### config.mk
export PLATFORM = sky130hd
export DESIGN_NAME = x_mult_seq
export DESIGN_NICKNAME = d
export VERILOG_FILES = /design/src/rtl/x_mult_seq.sv
export SDC_FILE = /design/constraint.sdc
export NUM_CORES = 1
export LEC_CHECK = 0
export ABC_AREA = 1
export CAP_MARGIN = 20
export CORE_ASPECT_RATIO = 2
export CORE_MARGIN = 2
export CORE_UTILIZATION = 50
export DETAILED_ROUTE_END_ITERATION = 6
export GPL_ROUTABILITY_DRIVEN = 0
export PLACE_DENSITY_LB_ADDON = 0.05
export REMOVE_ABC_BUFFERS = 1
export SETUP_SLACK_MARGIN = 0.2
export SYNTH_ARGS = -nofsm -noshare
export SYNTH_HDL_FRONTEND = slang
export SYNTH_SLANG_ARGS = --single-unit
### constraint.sdc
create_clock -name clock -period 3.4 [get_ports clock]
set_input_delay 0.51 -clock clock [delete_from_list [all_inputs] [get_ports clock]]
set_output_delay 0.51 -clock clock [all_outputs]
set_load 0.02 [all_outputs]
### src/rtl/x_mult_seq.sv
// ---------------------------------------------------------------------------
// x_mult_seq
//   Sequential 32x32 signed multiplier, radix-4 modified Booth recoding.
//   One Booth digit is retired per clock. A product takes 16 RUN cycles,
//   followed by one DONE cycle that carries the ready strobe.
//
// Ports
//   clock           in   sole clock, rising edge
//   reset           in   asynchronous, active-low; forces IDLE and clears state
//   ctrl_MULT       in   start pulse; operands are sampled on the same edge
//   data_operandA   in   [31:0] multiplicand, two's complement
//   data_operandB   in   [31:0] multiplier, two's complement
//   data_result     out  [31:0] low 32 bits of the signed product
//   data_exception  out  product does not fit in 32 bits signed
//   data_resultRDY  out  one-cycle completion strobe (state == DONE)
//   busy            out  high while iterating (state == RUN)
//   dbg_state       out  [1:0] current FSM state, for observation only
//
// Handshake: ctrl_MULT is a single-cycle request that is always accepted,
// including while busy, where it abandons the operation in flight.
// data_resultRDY is a single-cycle strobe with no back-pressure; data_result
// and data_exception stay valid after it until the next accepted start.
// ---------------------------------------------------------------------------
module x_mult_seq (
  input  logic        clock,
  input  logic        reset,
  input  logic        ctrl_MULT,
  input  logic [31:0] data_operandA,
  input  logic [31:0] data_operandB,
  output logic [31:0] data_result,
  output logic        data_exception,
  output logic        data_resultRDY,
  output logic        busy,
  output logic [1:0]  dbg_state
);

  localparam logic [1:0] ST_IDLE = 2'd0;
  localparam logic [1:0] ST_RUN  = 2'd1;
  localparam logic [1:0] ST_DONE = 2'd2;

  logic [1:0]  state;
  logic [3:0]  count;
  logic [31:0] mcand;

  // Accumulator layout: {34-bit upper [66:33], 32-bit lower [32:1], guard [0]}.
  // The guard bit supplies b(-1) for the first Booth digit. After 16 steps
  // the full signed product sits in [66:1], so its low 64 bits are [64:1].
  logic [66:0] prod;

  logic [33:0] a_ext;
  logic [33:0] a_x2;
  logic [33:0] addend;
  logic [33:0] upper_sum;
  logic [66:0] prod_step;

  // Booth digit selection and one add/shift step.
  always_comb begin
    a_ext  = {{2{mcand[31]}}, mcand};
    a_x2   = {a_ext[32:0], 1'b0};
    addend = '0;
    case (prod[2:0])
      3'b000, 3'b111: addend = '0;
      3'b001, 3'b010: addend = a_ext;
      3'b011:         addend = a_x2;
      3'b100:         addend = (~a_x2) + 34'd1;
      3'b101, 3'b110: addend = (~a_ext) + 34'd1;
      default:        addend = '0;
    endcase
    upper_sum = prod[66:33] + addend;
    // Arithmetic shift right by 2 of {upper_sum, prod[32:0]}.
    prod_step = {{2{upper_sum[33]}}, upper_sum, prod[32:2]};
  end

  always_ff @(posedge clock or negedge reset) begin
    if (!reset) begin
      state <= ST_IDLE;
      count <= 4'd0;
      mcand <= 32'd0;
      prod  <= 67'd0;
    end else if (ctrl_MULT) begin
      // A start wins in every state, abandoning any operation in flight.
      state <= ST_RUN;
      count <= 4'd0;
      mcand <= data_operandA;
      prod  <= {34'd0, data_operandB, 1'b0};
    end else begin
      case (state)
        ST_RUN: begin
          prod  <= prod_step;
          count <= count + 4'd1;
          if (count == 4'd15) begin
            state <= ST_DONE;
          end
        end
        ST_DONE: begin
          // prod holds so the result stays readable until the next start.
          state <= ST_IDLE;
        end
        ST_IDLE: begin
          state <= ST_IDLE;
        end
        default: begin
          state <= ST_IDLE;
        end
      endcase
    end
  end

  // Outputs come from registers only; no path from the inputs.
  // Exception: P[63:31] (= prod[64:32]) must be all zeros or all ones.
  assign data_result    = prod[32:1];
  assign data_exception = ~((&prod[64:32]) | ~(|prod[64:32]));
  assign data_resultRDY = (state == ST_DONE);
  assign busy           = (state == ST_RUN);
  assign dbg_state      = state;

endmodule

==> flow_metrics.py, run 1 <==
metrics = {
    "outcome": {
        "status": "completed",
    },
    "logic_synthesis": {
        "synth-seq-area-share_pct": 31.0,
        "synth-seq-cells": 103,
        "synthTopCellsByCount": "nand2_1, inv_1, dfrtp_1",
        "synth.avg_cell_area_um2": 6.88,
        "synth-edff-count": 0,
        "synth.most_common_cell": "nand2_1",
        "synthFlopType": "dfrtp_1",
        "synthDistinctLibCells": 46,
        "synth-async-reset-ratio_pct": 100,
        "synth.area.top_cells": "dfrtp_1, nand2_1, inv_1, ha_1, nand3_1",
        "syn_inst": 1208,
        "synth_area_um2": 8310,
        "yosysWarnings": 0,
        "yosysTopAreaCell": "dfrtp_1",
        "synth_top_area_share_pct": 31.0,
    },
    "pwr": {
        "internal_power_mw": 3.41,
        "ir_drop_mv": 0.412,
        "swShare_pct": 44.3,
        "power_density_nw_per_um2": 554,
        "p_leak_nw": 4.94,
        "combPwrFrac_pct": 53.7,
        "switchingPower_mw": 2.71,
        "p_seq_share_pct": 27.7,
        "power_frac_clock_pct": 18.7,
    },
    "hold_path": {
        "hp-class": "in -> async",
    },
    "detailed_routing": {
        "firstDrtPassIters": 5,
        "drc_errors": 0,
        "vias_per_cell": 5.74,
        "antenna_left": 0,
        "avgRoutedWirePerCell_um": 18.8,
        "drt_wl_total_mm": 28.9,
        "drt_iter0_markers": 565,
        "vias": 8827,
    },
    "die": {
        "rows": 66,
        "design.die.area_um2": 17700,
        "die_h_um": 186,
        "fp.coreArea_um2": 16300,
        "start_util_pct": 51.1,
        "die_w_um": 95.2,
        "pin_count": 104,
    },
    "global_routing": {
        "antenna_found_initial": 0,
        "grtUsageTotal_pct": 32.4,
        "overflow": 0,
        "grt_pass1_vias": 8995,
        "grt_pass1_wl_mm": 44.1,
        "grt_max_degree": 69,
    },
    "place": {
        "port_buffers": 103,
        "dp_hpwl_mm": 21.0,
        "place_area_um2": 9580,
        "place_ws_ns": -0.0484,
    },
    "clocking": {
        "cts_hold_buf": 0,
        "cts_root_buffer": "clkbuf_16",
        "htreeDepth": 3,
        "cts_tree": "done",
        "clk_pin_slew_ns": 0.08,
        "clock_latency_ns": 0.37,
        "cts_buffers": 9,
        "clockBufferDepth": 2,
        "clock-sinks": 103,
    },
    "timing": {
        "tns_ns": 0,
        "layout_setup_ws_ns": 0.156,
        "finClkSkew_ns": 0.00825,
        "timing.hold.ws_ns": 0.112,
        "setup_viol_count_final": 0,
        "rsz0062_at_grt": "true",
        "fin_crit_ns": 3.24,
        "min_period_over_period_pct": 95.4,
        "finalHoldViolCount": 0,
        "slew_violations": 0,
        "relSlewSlack_pct": 45.2,
        "fmax_ghz": 0.308,
        "tightest_slew_ns": 0.821,
    },
    "critical_path": {
        "required_ns": 3.67,
        "crit_path_start_kind": "flop",
        "critical_path_arrival_ns": 3.52,
        "crit_top_cell": "nand2_1",
        "cp_top_family": "simple AND/OR/NAND/NOR gates",
        "critical_path_buf_inv_count": 3,
        "path_cells": "buf_6, nor2_4, nand3_4, buf_4, xor2_2, inv_1, a221oi_1, o21ai_1, ha_1, nand2_1, nand2_1, a21oi_4, nor2_4, nor2_2, o21ai_4, nand3b_1, nand3b_1, nand3_1, nand2_1",
        "path_max_fanout": 4,
        "end_kind": "flop",
        "cp_slowest_cell": "dfrtp_1",
        "crit_path_max_incr_delay_ns": 0.40,
        "critPathKind": "reg -> reg",
        "r2r_slack_ns": 0.16,
    },
    "final_layout": {
        "areaGrowthSynthToFinish_pct": 33.1,
        "final_nets": 1431,
        "layout-drive-gt1-share_pct": 23.3,
        "n_antenna_cell": 0,
        "stdcell_area_um2": 11100,
    },
    "flow_run": {
        "maxCapViolations": 0,
    },
}
## worst reg2reg max path, stage by stage (launching register included)
cell	delay, ns
dfrtp_1	0.40
buf_6	0.13
nor2_4	0.14
nand3_4	0.10
buf_4	0.15
xor2_2	0.14
inv_1	0.06
a221oi_1	0.27
o21ai_1	0.16
ha_1	0.40
nand2_1	0.10
nand2_1	0.14
a21oi_4	0.26
nor2_4	0.06
nor2_2	0.15
o21ai_4	0.11
nand3b_1	0.14
nand3b_1	0.09
nand3_1	0.08
nand2_1	0.05
## kinds of logic after synthesis
group / count (synthesis) / share of synthesized area (%)
flip-flops: 103 / 31.0
AO/OA/AOI/OAI: 214 / 15.9
AND/OR/NAND/NOR: 602 / 32.5
adder cells (fa/ha/maj): 36 / 5.51
buffers and inverters: 219 / 11.4
XOR/XNOR: 34 / 3.58
## through the flow
stage,utilization [%],instances,total power [mW]
after global routing,68.0,1537,6.47
final,68.0,1537,6.13
after floorplan,-,1142,3.17
after detailed placement,58.9,1492,4.14
after global placement,58.9,1492,4.12
after CTS,63.0,1523,5.55
## registers in the layout (all words and copies together), names as in the netlist
register and cells:
prod 65, mcand 32, dbg_state 2, count 4
## cell type report
cell class              instances  area [µm²]
inverters                     153         577
repair buffers                175        1630
well taps                     204         255
fillers                      1413        5210
clock inverters                 7        86.3
flip-flops and latches        103        2580
multi-input cells             886        5700
clock buffers                   9         225
## per-layer routing
metal  GRT usage, %  vias up  part of all wire (%)
met5              0        -                     0
met4           28.0        0                   8.9
met3           5.13      130                   5.2
met2           57.3      370                    53
met1           30.9     4101                    33
li1               -     4226                     -
## final timing paths
path                                  end      from  cells past startpoint
worst max-delay path             prod[60]  mcand[1]                     19
worst min-delay path            mcand[24]     reset                      1
worst max register to register   prod[60]  mcand[1]                     19
worst min register to register   count[3]  count[3]                      1
max in group asynchronous        count[1]     reset                      2
min in group clock               count[3]  count[3]                      1
## cell usage in the layout (no fill, tap or decap), types with 23 or more instances in the layout
cell	Yosys	final
dfrtp_1	103	103
nor2_2	14	34
inv_1	133	127
o221ai_1	25	25
a21oi_1	48	25
nand2_1	343	315
buf_4	32	67
nand2_2	7	28
nor2_1	85	53
nand3_1	73	63
clkdlybuf4s50_1	0	101
inv_2	20	25
o21ai_0	64	53
o21ai_1	19	23
nand4_1	26	26
## timing repair
item                       in CTS  in global routing
setup buffers                  15                 13
gates cloned                    0                  1
gates resized for setup        60                151
setup endpoints to repair      21                 26
pin swaps                      29                 55
## power by group through the flow
| stage | clock [mW] | sequential, mW | combinational [mW] |
|---|---|---|---|
| 2_1_floorplan | 0 | 1.67 | 1.50 |
| 3_3_place_gp | 0 | 1.67 | 2.45 |
| 3_5_place_dp | 0 | 1.67 | 2.46 |
| 4_1_cts | 1.15 | 1.66 | 2.74 |
| 5_1_grt | 1.20 | 1.72 | 3.55 |
| 6_report | 1.14 | 1.70 | 3.29 |
(Power assumes the default switching activity.)
==> run 2, diff against run 1 <==
--- a/config.mk
+++ b/config.mk
@@ -9,7 +9,7 @@
 export CAP_MARGIN = 20
 export CORE_ASPECT_RATIO = 2
 export CORE_MARGIN = 2
-export CORE_UTILIZATION = 50
+export CORE_UTILIZATION = 45
 export DETAILED_ROUTE_END_ITERATION = 6
 export GPL_ROUTABILITY_DRIVEN = 0
 export PLACE_DENSITY_LB_ADDON = 0.05
==> run 2 against run 1 <==
Effect of this change: the run now ends with negative setup slack left; final area is 0.74% higher; critical path depth up 2; sequential power about the same; global-route usage shrank 3.0 points; register-to-register slack worse by 0.19 ns; clock skew increased by 0.0017 ns; sequential share of layout area is 0.17 points lower; fmax is 5.6% lower; cell count up 1.2%; critical path type unchanged; largest power group unchanged.
==> flow_metrics.py, run 2 (same netlist as run 1, synthesis figures left out) <==
metrics = {
    "timing": {
        "min_period_over_period_pct": 101,
        "tightest_slew_ns": 0.744,
        "fin_crit_ns": 3.44,
        "rsz0062_at_grt": "true",
        "finClkSkew_ns": 0.00992,
        "fmax_ghz": 0.291,
        "relSlewSlack_pct": 50.3,
        "setup_viol_count_final": 1,
        "layout_setup_ws_ns": -0.0381,
        "slew_violations": 0,
        "finalHoldViolCount": 0,
    },
    "critical_path": {
        "critical_path_buf_inv_count": 5,
        "cp_top_family": "simple AND/OR/NAND/NOR gates",
        "end_kind": "flop",
        "crit_top_cell": "nand2_2",
        "critPathKind": "reg -> reg",
        "critical_path_arrival_ns": 3.67,
        "crit_cells": 21,
        "path_cells": "inv_2, ha_4, nand2_2, nor2_4, nand3_4, inv_2, nand3_4, xor2_1, a21oi_1, o21ai_1, ha_1, buf_4, nand2_2, inv_1, nand2_2, inv_1, nand2_1, nand2_2, nand3b_1, xnor2_1, o21ai_1",
        "cp_slowest_cell": "dfrtp_1",
        "path_max_fanout": 4,
        "reg2regPathDepth": 21,
        "crit_path_max_incr_delay_ns": 0.40,
        "required_ns": 3.63,
        "crit_path_start_kind": "flop",
    },
    "flow_run": {
        "maxCapViolations": 0,
    },
    "final_layout": {
        "n_fill_cell": 1701,
        "n_antenna_cell": 0,
        "final-seq-area_um2": 2580,
        "regMostFlops": "prod",
        "stdcell_area_um2": 11100,
        "areaGrowthSynthToFinish_pct": 34.0,
        "final_cell_mix": "nand2_1, inv_1, dfrtp_1",
        "stdcell_count": 1556,
        "multi_input_area_um2": 5770,
        "largest_reg_flops": 65,
        "layout-drive-gt1-share_pct": 24.9,
        "top_regs": "prod (65), mcand (32), count (4)",
        "final_nets": 1438,
        "final_common_cell": "nand2_1",
    },
    "clocking": {
        "cts_buffers": 9,
        "clockBufferDepth": 2,
        "htreeDepth": 3,
        "clock-sinks": 103,
        "cts_root_buffer": "clkbuf_16",
        "clk_pin_slew_ns": 0.08,
        "clock_latency_ns": 0.37,
        "cts_tree": "done",
    },
    "global_routing": {
        "overflow": 0,
        "grtUsageTotal_pct": 29.4,
        "grt_max_degree": 63,
        "grt_pass1_wl_mm": 44.4,
        "grt_pass1_vias": 8782,
        "antenna_found_initial": 0,
    },
    "die": {
        "fp.coreArea_um2": 18200,
        "start_util_pct": 45.6,
        "design.die.area_um2": 19600,
        "die_w_um": 100,
        "die_h_um": 196,
        "rows": 70,
        "pin_count": 104,
    },
    "place": {
        "place_ws_ns": 0.0349,
        "place_area_um2": 9660,
        "dp_hpwl_mm": 21.9,
        "port_buffers": 103,
        "dpl.cell_count": 1514,
    },
    "detailed_routing": {
        "vias": 8660,
        "firstDrtPassIters": 7,
        "drc_errors": 0,
        "antenna_left": 0,
        "avgRoutedWirePerCell_um": 18.5,
        "drt_wl_total_mm": 28.9,
        "vias_per_cell": 5.57,
        "drt_iter0_markers": 420,
    },
    "pwr": {
        "p_seq_share_pct": 27.8,
        "combPwrFrac_pct": 54.6,
        "swShare_pct": 44.7,
        "ir_drop_mv": 0.331,
        "internal_power_mw": 3.36,
        "power_frac_clock_pct": 17.6,
        "power_density_nw_per_um2": 545,
        "p_leak_nw": 5.00,
        "switchingPower_mw": 2.72,
    },
    "outcome": {
        "violations": "negative setup slack",
        "status": "finished, violations left",
    },
    "hold_path": {
        "hp-class": "in -> async",
    },
}
## run 2: through the flow
step	utilization (%)	hold WS [ns]	total power [mW]	TNS, ns
2_1_floorplan	-	0.214	3.17	-0.276
3_3_place_gp	53.0	0.458	4.17	0
3_5_place_dp	53.0	0.457	4.18	0
4_1_cts	55.2	0.182	5.35	0
5_1_grt	61.1	0.197	6.43	-0.246
6_report	61.1	0.152	6.07	-0.0381
## run 2: path summary, 6_finish.rpt
path	from	end	slack (ns)
min in group clock	count[3]	count[3]	0.47
hold / removal	reset	mcand[12]	0.15
setup / recovery	mcand[1]	prod[51]	-0.04
setup reg to reg	mcand[1]	prod[51]	-0.04
max in group asynchronous	reset	prod[17]	2.37
hold reg to reg	count[3]	count[3]	0.47
## run 2: layer usage
metal | global-route usage (%) | wire length, µm | vias to the layer above
met5 | 0 | 0 | -
li1 | - | - | 4241
met4 | 20.1 | 2100 | 0
met3 | 3.38 | 961 | 106
met1 | 28.9 | 9960 | 4045
met2 | 55.6 | 15800 | 268
## run 2: power by group through the flow
stage | Combinational, mW | Sequential [mW] | Clock (mW)
after CTS | 2.60 | 1.65 | 1.09
final | 3.32 | 1.69 | 1.07
after floorplan | 1.50 | 1.67 | 0
after global routing | 3.58 | 1.72 | 1.13
after detailed placement | 2.50 | 1.67 | 0
after global placement | 2.50 | 1.67 | 0
## run 2: cell type report
cell class,count,area share [%]
multi-input combinational,886,51.8
tap,216,2.43
clock buffer,9,2.02
sequential,103,23.1
timing repair buffer,182,14.8
inverter,153,5.16
clock inverter,7,0.595
## run 2: timing repair
action | in CTS | in global routing
hold buffers | 0 | 0
setup buffers | 4 | 22
endpoints found under the setup margin | 13 | 27
pin swaps | 7 | 65
gates resized for setup | 21 | 208
## run 2: worst reg2reg max path, cell delays in order, from the launching register on
cell	delay (ns)
dfrtp_1	0.40
inv_2	0.09
ha_4	0.13
nand2_2	0.07
nor2_4	0.16
nand3_4	0.13
inv_2	0.11
nand3_4	0.08
xor2_1	0.17
a21oi_1	0.20
o21ai_1	0.14
ha_1	0.40
buf_4	0.17
nand2_2	0.12
inv_1	0.07
nand2_2	0.10
inv_1	0.04
nand2_1	0.07
nand2_2	0.07
nand3b_1	0.28
xnor2_1	0.23
o21ai_1	0.07
